**src/rtl/fetch_pkg.sv**
```systemverilog
// Shared types and constants for the instruction fetch unit.
package fetch_pkg;

    typedef enum logic [1:0] {
        IDLE  = 2'd0,
        FETCH = 2'd1,
        ISSUE = 2'd2
    } fetch_state_t;

    localparam int          PC_INC     = 4;
    localparam int          R15_OFFSET = 8;
    localparam logic [1:0]  ALIGN_MASK = 2'b00;

    function automatic logic is_word_aligned(input logic [1:0] low_bits);
        return low_bits == ALIGN_MASK;
    endfunction

endpackage

```
**src/rtl/pc_register.sv**
```systemverilog
// Program counter: loads PC+4 or the word-aligned branch target on accept.
// PCPlus4/PCPlus8 views are combinational from the held PC.
module pc_register
    import fetch_pkg::*;
#(
    parameter int                  PC_WIDTH = 32,
    parameter logic [PC_WIDTH-1:0] RESET_PC = '0
) (
    input  logic                clk,
    input  logic                reset,
    input  logic                en,
    input  logic                pc_src,
    input  logic [PC_WIDTH-1:0] target,
    output logic [PC_WIDTH-1:0] pc,
    output logic [PC_WIDTH-1:0] pc_plus4,
    output logic [PC_WIDTH-1:0] pc_plus8,
    output logic                misalign
);

    logic [PC_WIDTH-1:0] pc_next;

    assign pc_plus4 = pc + PC_WIDTH'(PC_INC);
    assign pc_plus8 = pc + PC_WIDTH'(R15_OFFSET);

    always_comb begin
        pc_next = pc_plus4;
        if (pc_src) begin
            pc_next = {target[PC_WIDTH-1:2], 2'b00};
        end
    end

    // Only a taken branch can carry a misaligned target.
    assign misalign = en & pc_src & ~is_word_aligned(target[1:0]);

    always_ff @(posedge clk or negedge reset) begin
        if (!reset) begin
            pc <= RESET_PC;
        end else if (en) begin
            pc <= pc_next;
        end
    end

endmodule

```
**src/rtl/instr_fetch_unit.sv**
```systemverilog
// Fetches one instruction word per req/ack handshake and presents it with a
// valid flag until the execute stage accepts it; accept advances the PC.
module instr_fetch_unit
    import fetch_pkg::*;
#(
    parameter int                  PC_WIDTH = 32,
    parameter logic [PC_WIDTH-1:0] RESET_PC = 32'h0000_0000
) (
    input  logic                clk,
    input  logic                reset,
    output logic                imem_req,
    output logic [PC_WIDTH-1:0] imem_addr,
    input  logic                imem_ack,
    input  logic [31:0]         imem_rdata,
    output logic [31:0]         Instr,
    output logic                instr_valid,
    input  logic                instr_ready,
    input  logic                PCSrc,
    input  logic [PC_WIDTH-1:0] ALUResult,
    output logic [PC_WIDTH-1:0] PCPlus4,
    output logic [PC_WIDTH-1:0] PCPlus8,
    output logic                align_fault
);

    fetch_state_t        state;
    logic                accept;
    logic                misalign;
    logic [PC_WIDTH-1:0] pc;

    // PCSrc/ALUResult only matter in the accept cycle; elsewhere they are ignored.
    assign accept    = (state == ISSUE) && instr_ready;
    assign imem_addr = pc;

    pc_register #(
        .PC_WIDTH (PC_WIDTH),
        .RESET_PC (RESET_PC)
    ) u_pc (
        .clk      (clk),
        .reset    (reset),
        .en       (accept),
        .pc_src   (PCSrc),
        .target   (ALUResult),
        .pc       (pc),
        .pc_plus4 (PCPlus4),
        .pc_plus8 (PCPlus8),
        .misalign (misalign)
    );

    always_ff @(posedge clk or negedge reset) begin
        if (!reset) begin
            state       <= IDLE;
            Instr       <= '0;
            instr_valid <= 1'b0;
            imem_req    <= 1'b0;
            align_fault <= 1'b0;
        end else begin
            case (state)
                IDLE: begin
                    state    <= FETCH;
                    imem_req <= 1'b1;
                end
                FETCH: begin
                    if (imem_ack) begin
                        Instr       <= imem_rdata;
                        instr_valid <= 1'b1;
                        imem_req    <= 1'b0;
                        state       <= ISSUE;
                    end
                end
                ISSUE: begin
                    if (instr_ready) begin
                        instr_valid <= 1'b0;
                        imem_req    <= 1'b1;
                        state       <= FETCH;
                    end
                end
                default: begin
                    state       <= IDLE;
                    instr_valid <= 1'b0;
                    imem_req    <= 1'b0;
                end
            endcase
            if (misalign) begin
                align_fault <= 1'b1;
            end
        end
    end

endmodule

```
**config.mk**
```make
export PLATFORM = sky130hd
export DESIGN_NAME = instr_fetch_unit
export DESIGN_NICKNAME = d
export VERILOG_FILES = /design/src/rtl/fetch_pkg.sv /design/src/rtl/pc_register.sv /design/src/rtl/instr_fetch_unit.sv
export SDC_FILE = /design/constraint.sdc
export NUM_CORES = 1
export LEC_CHECK = 0
export ABC_CLOCK_PERIOD_IN_PS = 3800
export BUFFER_PORTS_ARGS = -buffer_cell sky130_fd_sc_hd__buf_2
export CORE_MARGIN = 4
export CORE_UTILIZATION = 50
export DETAILED_ROUTE_END_ITERATION = 6
export PLACE_DENSITY = 0.84
export SYNTH_ARGS = -nofsm -noshare
export SYNTH_HDL_FRONTEND = slang
export SYNTH_HIERARCHICAL = 1
export SYNTH_SLANG_ARGS = --single-unit
```
**constraint.sdc**
```tcl
create_clock -name clk -period 3.8 [get_ports clk]
set_clock_uncertainty 0.05 [all_clocks]
set_input_delay 0.38 -clock clk [delete_from_list [all_inputs] [get_ports clk]]
set_output_delay 0.38 -clock clk [all_outputs]
set_load 0.02 [all_outputs]
```
==> Word level (Yosys, flattened, before mapping) <==
Index checks and enable logic that the tools add are counted.
{ "op_classes": {"n_eq_ne": 4, "add_sub_neg": 2, "mux": 10, "bitwise": 4, "reduce_logical": 6} }
{ "ops": {"columns": ["operator", "count"], "rows": [
  ["adder 32 x 3 -> 32 bit (second input constant)", 1],
  ["adder 32 x 4 -> 32 bit (second input constant)", 1],
  ["two-way mux 32 bit", 1],
  ["case mux 1 bit (3 select lines)", 2],
  ["case mux 2 bit (3 select lines)", 1],
  ["logical NOT 2 bit", 2],
  ["two-way mux 1 bit", 4],
  ["two-way mux 2 bit", 2],
  ["inequality test 2 bit (second input constant)", 2],
  ["AND reduction 2 bit", 2],
  ["AND reduction 3 bit", 1],
  ["bitwise AND 1 bit", 2],
  ["equality test 2 x 1 -> 1 bit (second input constant)", 1],
  ["equality test 2 bit (second input constant)", 1],
  ["inverter 1 bit", 2],
  ["logical AND 1 bit", 1]
]} }
{ "totals": {"elab_cells": 32, "input_bits": 69, "output_inout_bits": 131, "reg_bits": 69} }

==> Logic depth before layout (Yosys ltp) <==
Gate-level depths: netlist of run 1.
{ "logic_depth": {"depth_word": 4, "mapped_depth": 7, "ltp_nobuf": 6} }

==> Modules after synthesis <==
Netlist of run 1, hierarchy kept.
{ "by_module_without_submodules": {"columns": ["module", "seq_area_each_um2", "area_per_inst_um2", "instances", "cells_each"], "rows": [
  ["pc_register", 750.7, 3002.9, 1, 391],
  ["instr_fetch_unit", 900.9, 1477.7, 1, 82]
]} }

==> Least setup slack after synthesis of run 1 <==
No wires, ideal clock.
{ "synth_timing": {"path_kind": "reg2out", "startpoint": "reg u_pc.pc[4]", "endpoint": "out PCPlus4[31]", "t_arrival_ps": 2376, "n_path_buf": 1, "stages_incl_launch_ff": 7, "path_slack_ps": 994, "required_time_ps": 3370, "cell_sequence": "dfrtp_1 > ha_1 > nand4_4 > or4_4 > buf_6 > nor4_1 > xor2_1"} }
{ "synth_via": {"elab_chain_cells": 1} }
{ "synth_lines": {"columns": ["item", "line_no", "rtl"], "rows": [
  ["start, declared", "pc_register.sv:14", "output logic [PC_WIDTH-1:0] pc,"],
  ["start signal, assigned", "pc_register.sv:39", "pc <= pc_next;"],
  ["adder 32 x 3 -> 32 bit", "pc_register.sv:22", "assign pc_plus4 = pc + PC_WIDTH'(PC_INC);"],
  ["end, declared", "instr_fetch_unit.sv:20", "output logic [PC_WIDTH-1:0] PCPlus4,"]
]} }
No other way between the ends.

==> Worst setup path in the final report of run 1 <==
{ "layout_timing": {"startpoint": "reg u_pc.pc[5]", "endpoint": "out PCPlus4[20]"} }
The elaborated chain is that of the path after synthesis.

==> results.cfg, run 1 <==
[global_route]
grt_util_all_layers_pct = 24.47
grt_pass1_wl_um = 20100
grt_overflow = 0
grt_max_degree = 49
grt_pass1_vias = 4066
antenna_found_initial = 0

[layout]
final_common_cell = buf_2
nNetsFinal = 706
n_antenna_cell = 0
syn_to_final_growth_pct = 23.82
mostFrequentLayoutCells = buf_2, dfrtp_1, nand2_1, xnor2_1
final_cell_area_um2 = 5548
drive_above_1_share_pct = 40.47

[routing]
drt-total-wl_um = 13310
vias = 4289
dr.first_iter.drc_count = 342
post_drt_wl_per_cell_um = 17.79
drc = 0
drtPass1Iterations = 5
antenna_left = 0
vias_per_cell = 5.734

[synth]
synthFlopType = dfrtp_1
synth.distinct_cells = 58
yosysSeqAreaShare_pct = 36.86
avgSynthCellArea_um2 = 9.473
synthCells = 473
synth_edf_count = 0
synth_seq_cells = 66
syn_area_um2 = 4481
ys_warn_count = 6
ys_async_sr_fraction_pct = 100.0

[pwr]
peakVddDrop_mv = 0.6561
power_density_nw_per_um2 = 807.1
cellLeakagePower_uw = 0.002662

[cts]
cts_root_buf = clkbuf_8
cts_buffers = 9
clk_pin_slew_ns = 0.08
clock-sinks = 66
clk_latency_ns = 0.35
ctsHtreeMaxLevel = 3
cts_buffer_depth = 2
cts_setup_buffers = 0
cts_resized = 0
holdBufCountCts = 0
cts_tree = built

[worst_setup_path]
critPathKind = flop to primary output
cp_cell_sequence = nand3_1 -> nor4_4 -> buf_4 -> nand2_1 -> xnor2_1 -> buf_2
crit_required_ns = 3.37
worstPathMaxFanout = 14
max_stage_delay_ns = 0.86
slowest_stage = nor4_4
crit_path_end_kind = primary output
r2r-start = u_pc/pc[5]
rrSetupSlack_ns = 1.12
critPathLaunch = u_pc/pc[5]
cp-start-kind = flop
critPathArrivalTime_ns = 2.89

[sta]
slew_headroom_pct = 36.46
fin_crit_sh_pct = 87.48
holdWs_ns = 0.07267
layout_min_cycle_time_ns = 3.324
finalHoldViolCount = 0
rsz0062_at_grt = false
fmax_mhz = 300.8
worst_pin_slew_ns = 0.9458
finalSetupTns_ns = 0
setup_viol = 0
slew_viol_final = 0

[status]
status = complete, no violations

[floorplanning]
die_h_um = 102.7
core_um2 = 8721
die_area_um2 = 10540
die-width_um = 102.7
rows = 34
io_pins = 200
initial_utilization_pct = 51.38

[placement]
port_buffers = 193
place.gp.congestion = 0.9388
dp_hpwl_um = 9560
dpl-instance-area_um2 = 5376

[worst_hold_path]
hold_path_class = input pin to async pin

[run]
drv_cap = 0
## cell usage after synthesis, types with 7 or more instances
cell type  number  area [um^2]
dfrtp_1        66         1652
nand4_1        19        118.9
nor2_1         32        120.1
a22o_1         12        105.1
buf_4           8        60.06
a21oi_1        10        50.05
buf_2          15        75.07
nand3_1        31        155.2
nor4_1          7        43.79
nor3_1          9        45.04
o21ai_0        16        80.08
mux2_4         29        435.4
inv_1          15        56.30
nand2_1        37        138.9
xnor2_1        37        324.1
clkbuf_1       19        71.32
xor2_1         18        157.7
## state kept, by name, indices dropped and copies added (netlist names)
signal,flops
state,2
align_fault,1
Instr,32
u_pc/pc,30
instr_valid,1
## power breakdown
group | internal, uW | switching [uW]
clock | 251 | 278
combinational | 1010 | 1540
sequential | 999 | 396
total | 2270 | 2210
## worst paths after layout
check / to / cells past startpoint
worst max-delay path: PCPlus4[20] / 6
worst min-delay path: Instr[10] / 1
worst max register to register: u_pc/pc[24] / 4
worst min register to register: align_fault / 1
max in group asynchronous: u_pc/pc[15] / 2
min in group clk: u_pc/pc[25] / 3
## layout make-up
type	count	area (um^2)
Fill cell	693	3173
Clock inverter	5	30.03
Inverter	15	56.30
Timing Repair Buffer	198	1003
Clock buffer	11	141.4
Tap cell	108	135.1
Sequential cell	66	1652
Multi-Input combinational cell	345	2530
## worst max-delay path: cells and delay by family, from the launching register on
kind,cells,cell delay [ns]
xor gates and xnor gates,1,0.18
buffers and inverters,2,0.46
and+or+nand+nor,3,1.34
DFF,1,0.57
## stage by stage
step | instances | util (%) | setup WS (ns) | power [uW]
floorplan | 478 | - | 0.9941 | 3180
CTS | 748 | 63.62 | 0.5008 | 4502
global placement | 732 | 61.65 | 0.9879 | 3895
global route | 748 | 63.62 | 0.2718 | 4762
detailed placement | 732 | 61.65 | 0.9399 | 3944
finish | 748 | 63.62 | 0.4756 | 4478
## kinds of logic after synthesis
group	synth area share (%)
compound gates	11.84
xor+xnor	10.75
fa+ha+maj	0.5584
buf+inv	7.400
flops	36.86
mux	10.92
other cells	0.08370
simple gates	21.59
## routing by layer
| layer | vias up | global-route usage [%] | share of wire, % |
|---|---|---|---|
| li1 | 1985 | - | - |
| met1 | 2021 | 31.82 | 41 |
| met2 | 248 | 39.77 | 47 |
| met3 | 35 | 5.345 | 9.4 |
| met4 | 0 | 9.687 | 2.0 |
| met5 | - | 0 | 0 |
Note: power is estimated with default switching activity, not from simulation.
==> run 2, diff against run 1 <==
Settings changed: CTS_BUF_LIST set to sky130_fd_sc_hd__clkbuf_8.
==> results.cfg, run 2 (synthesis results as in run 1) <==
[status]
status = complete, no violations

[global_route]
grt_util_all_layers_pct = 24.47
antenna_found_initial = 0
grt_overflow = 0
grt_pass1_wl_um = 20100
grt_max_degree = 49
grt_pass1_vias = 4066

[cts]
clk_pin_slew_ns = 0.08
clock-sinks = 66
ctsHtreeMaxLevel = 3
clk_latency_ns = 0.35
cts_root_buf = clkbuf_8
cts_tree = built
cts_setup_buffers = 0
cts_buffer_depth = 2
cts_resized = 0
holdBufCountCts = 0
cts_buffers = 9

[layout]
mostFrequentLayoutCells = buf_2, dfrtp_1, nand2_1, xnor2_1
stdcell_count = 748
reg.largest.list = Instr x32, u_pc/pc x30, state x2
final_common_cell = buf_2
multi_input_area_um2 = 2530
largest_register_ffs = 32
nNetsFinal = 706
regArea_um2 = 1652
nFillCells = 693
n_antenna_cell = 0
regMostFlops = Instr
drive_above_1_share_pct = 40.47
syn_to_final_growth_pct = 23.82

[routing]
antenna_left = 0
vias = 4291
drt-total-wl_um = 13300
dr.first_iter.drc_count = 342
vias_per_cell = 5.737
post_drt_wl_per_cell_um = 17.78
drc = 0
drtPass1Iterations = 5

[sta]
slew_viol_final = 0
finalHoldViolCount = 0
rsz0062_at_grt = false
finalSetupTns_ns = 0
setup_viol = 0
layout_min_cycle_time_ns = 3.304
fin_crit_sh_pct = 86.96
slew_headroom_pct = 36.65
worst_pin_slew_ns = 0.9430
fmax_mhz = 302.6

[run]
drv_cap = 0

[floorplanning]
die_area_um2 = 10540
core_um2 = 8721
initial_utilization_pct = 51.38
die_h_um = 102.7
io_pins = 200
die-width_um = 102.7
rows = 34

[worst_setup_path]
crit_path_end_kind = primary output
cp_num_buf_inv = 2
critPathKind = flop to primary output
crit_required_ns = 3.37
crit_family = simple AND/OR/NAND/NOR gates
max_stage_delay_ns = 0.86
worstPathMaxFanout = 14
slowest_stage = nor4_4
critPathArrivalTime_ns = 2.87
cp_cell_sequence = nand3_1 -> nor4_4 -> buf_4 -> nand2_1 -> xnor2_1 -> buf_2
cp-start-kind = flop

[pwr]
peakVddDrop_mv = 0.6567
cellLeakagePower_uw = 0.002666
power_density_nw_per_um2 = 806.7

[worst_hold_path]
hold_path_class = input pin to async pin

[placement]
dp_hpwl_um = 9560
placedCellCount = 732
place.gp.congestion = 0.9388
port_buffers = 193
==> run 2: worst paths after layout <==
kind / start / endpoint / slack, ns / cells past startpoint
worst max-delay path: u_pc/pc[5] / PCPlus4[20] / 0.50 / 6
worst min-delay path: reset / Instr[10] / 0.07 / 1
worst max register to register: u_pc/pc[5] / u_pc/pc[24] / 1.14 / 4
worst min register to register: align_fault / align_fault / 0.42 / 1
max in group asynchronous: reset / u_pc/pc[15] / 2.70 / 2
min in group clk: ALUResult[25] / u_pc/pc[25] / 0.22 / 3
==> run 2: through the flow <==
step	area [um^2]	setup WS [ns]	util (%)	hold WS [ns]	power (uW)
CTS	5548	0.5008	63.62	0.08826	4500
detailed placement	5376	0.9399	61.65	0.4139	3944
global placement	5376	0.9879	61.65	0.4158	3895
global route	5548	0.2718	63.62	0.1491	4760
floorplan	4499	0.9941	-	0.03441	3180
finish	5548	0.4955	63.62	0.07232	4476
==> run 2: worst reg2reg max path: cells and delay by family (launching register included) <==
family             cells  cell delay, ns
and+or+nand+nor        3            1.76
DFF                    1            0.56
AOI/OAI and AO/OA      1            0.16
==> run 2: final cells by class <==
cell class | instances | share of cell area (%)
clock buffer | 10 | 2.481
timing repair buffer | 198 | 18.09
inverter | 15 | 1.015
multi-input combinational | 345 | 45.60
sequential | 66 | 29.77
tap | 108 | 2.436
clock inverter | 6 | 0.6089
==> run 2: power by group <==
part | internal [uW] | leakage, uW | switching (uW) | total (uW)
Combinational | 1010 | 0.00183 | 1540 | 2550
Sequential | 999 | 0.000743 | 395 | 1390
Clock | 249 | 0.0000892 | 280 | 529
Total | 2260 | 0.00267 | 2210 | 4480
==> run 2: per-layer routing <==
| metal | global-route usage (%) | vias to the layer above | wire length (um) |
|---|---|---|---|
| li1 | - | 1985 | - |
| met1 | 31.82 | 2022 | 5479 |
| met2 | 39.77 | 249 | 6297 |
| met3 | 5.345 | 35 | 1254 |
| met4 | 9.687 | 0 | 268 |
| met5 | 0 | - | 0 |
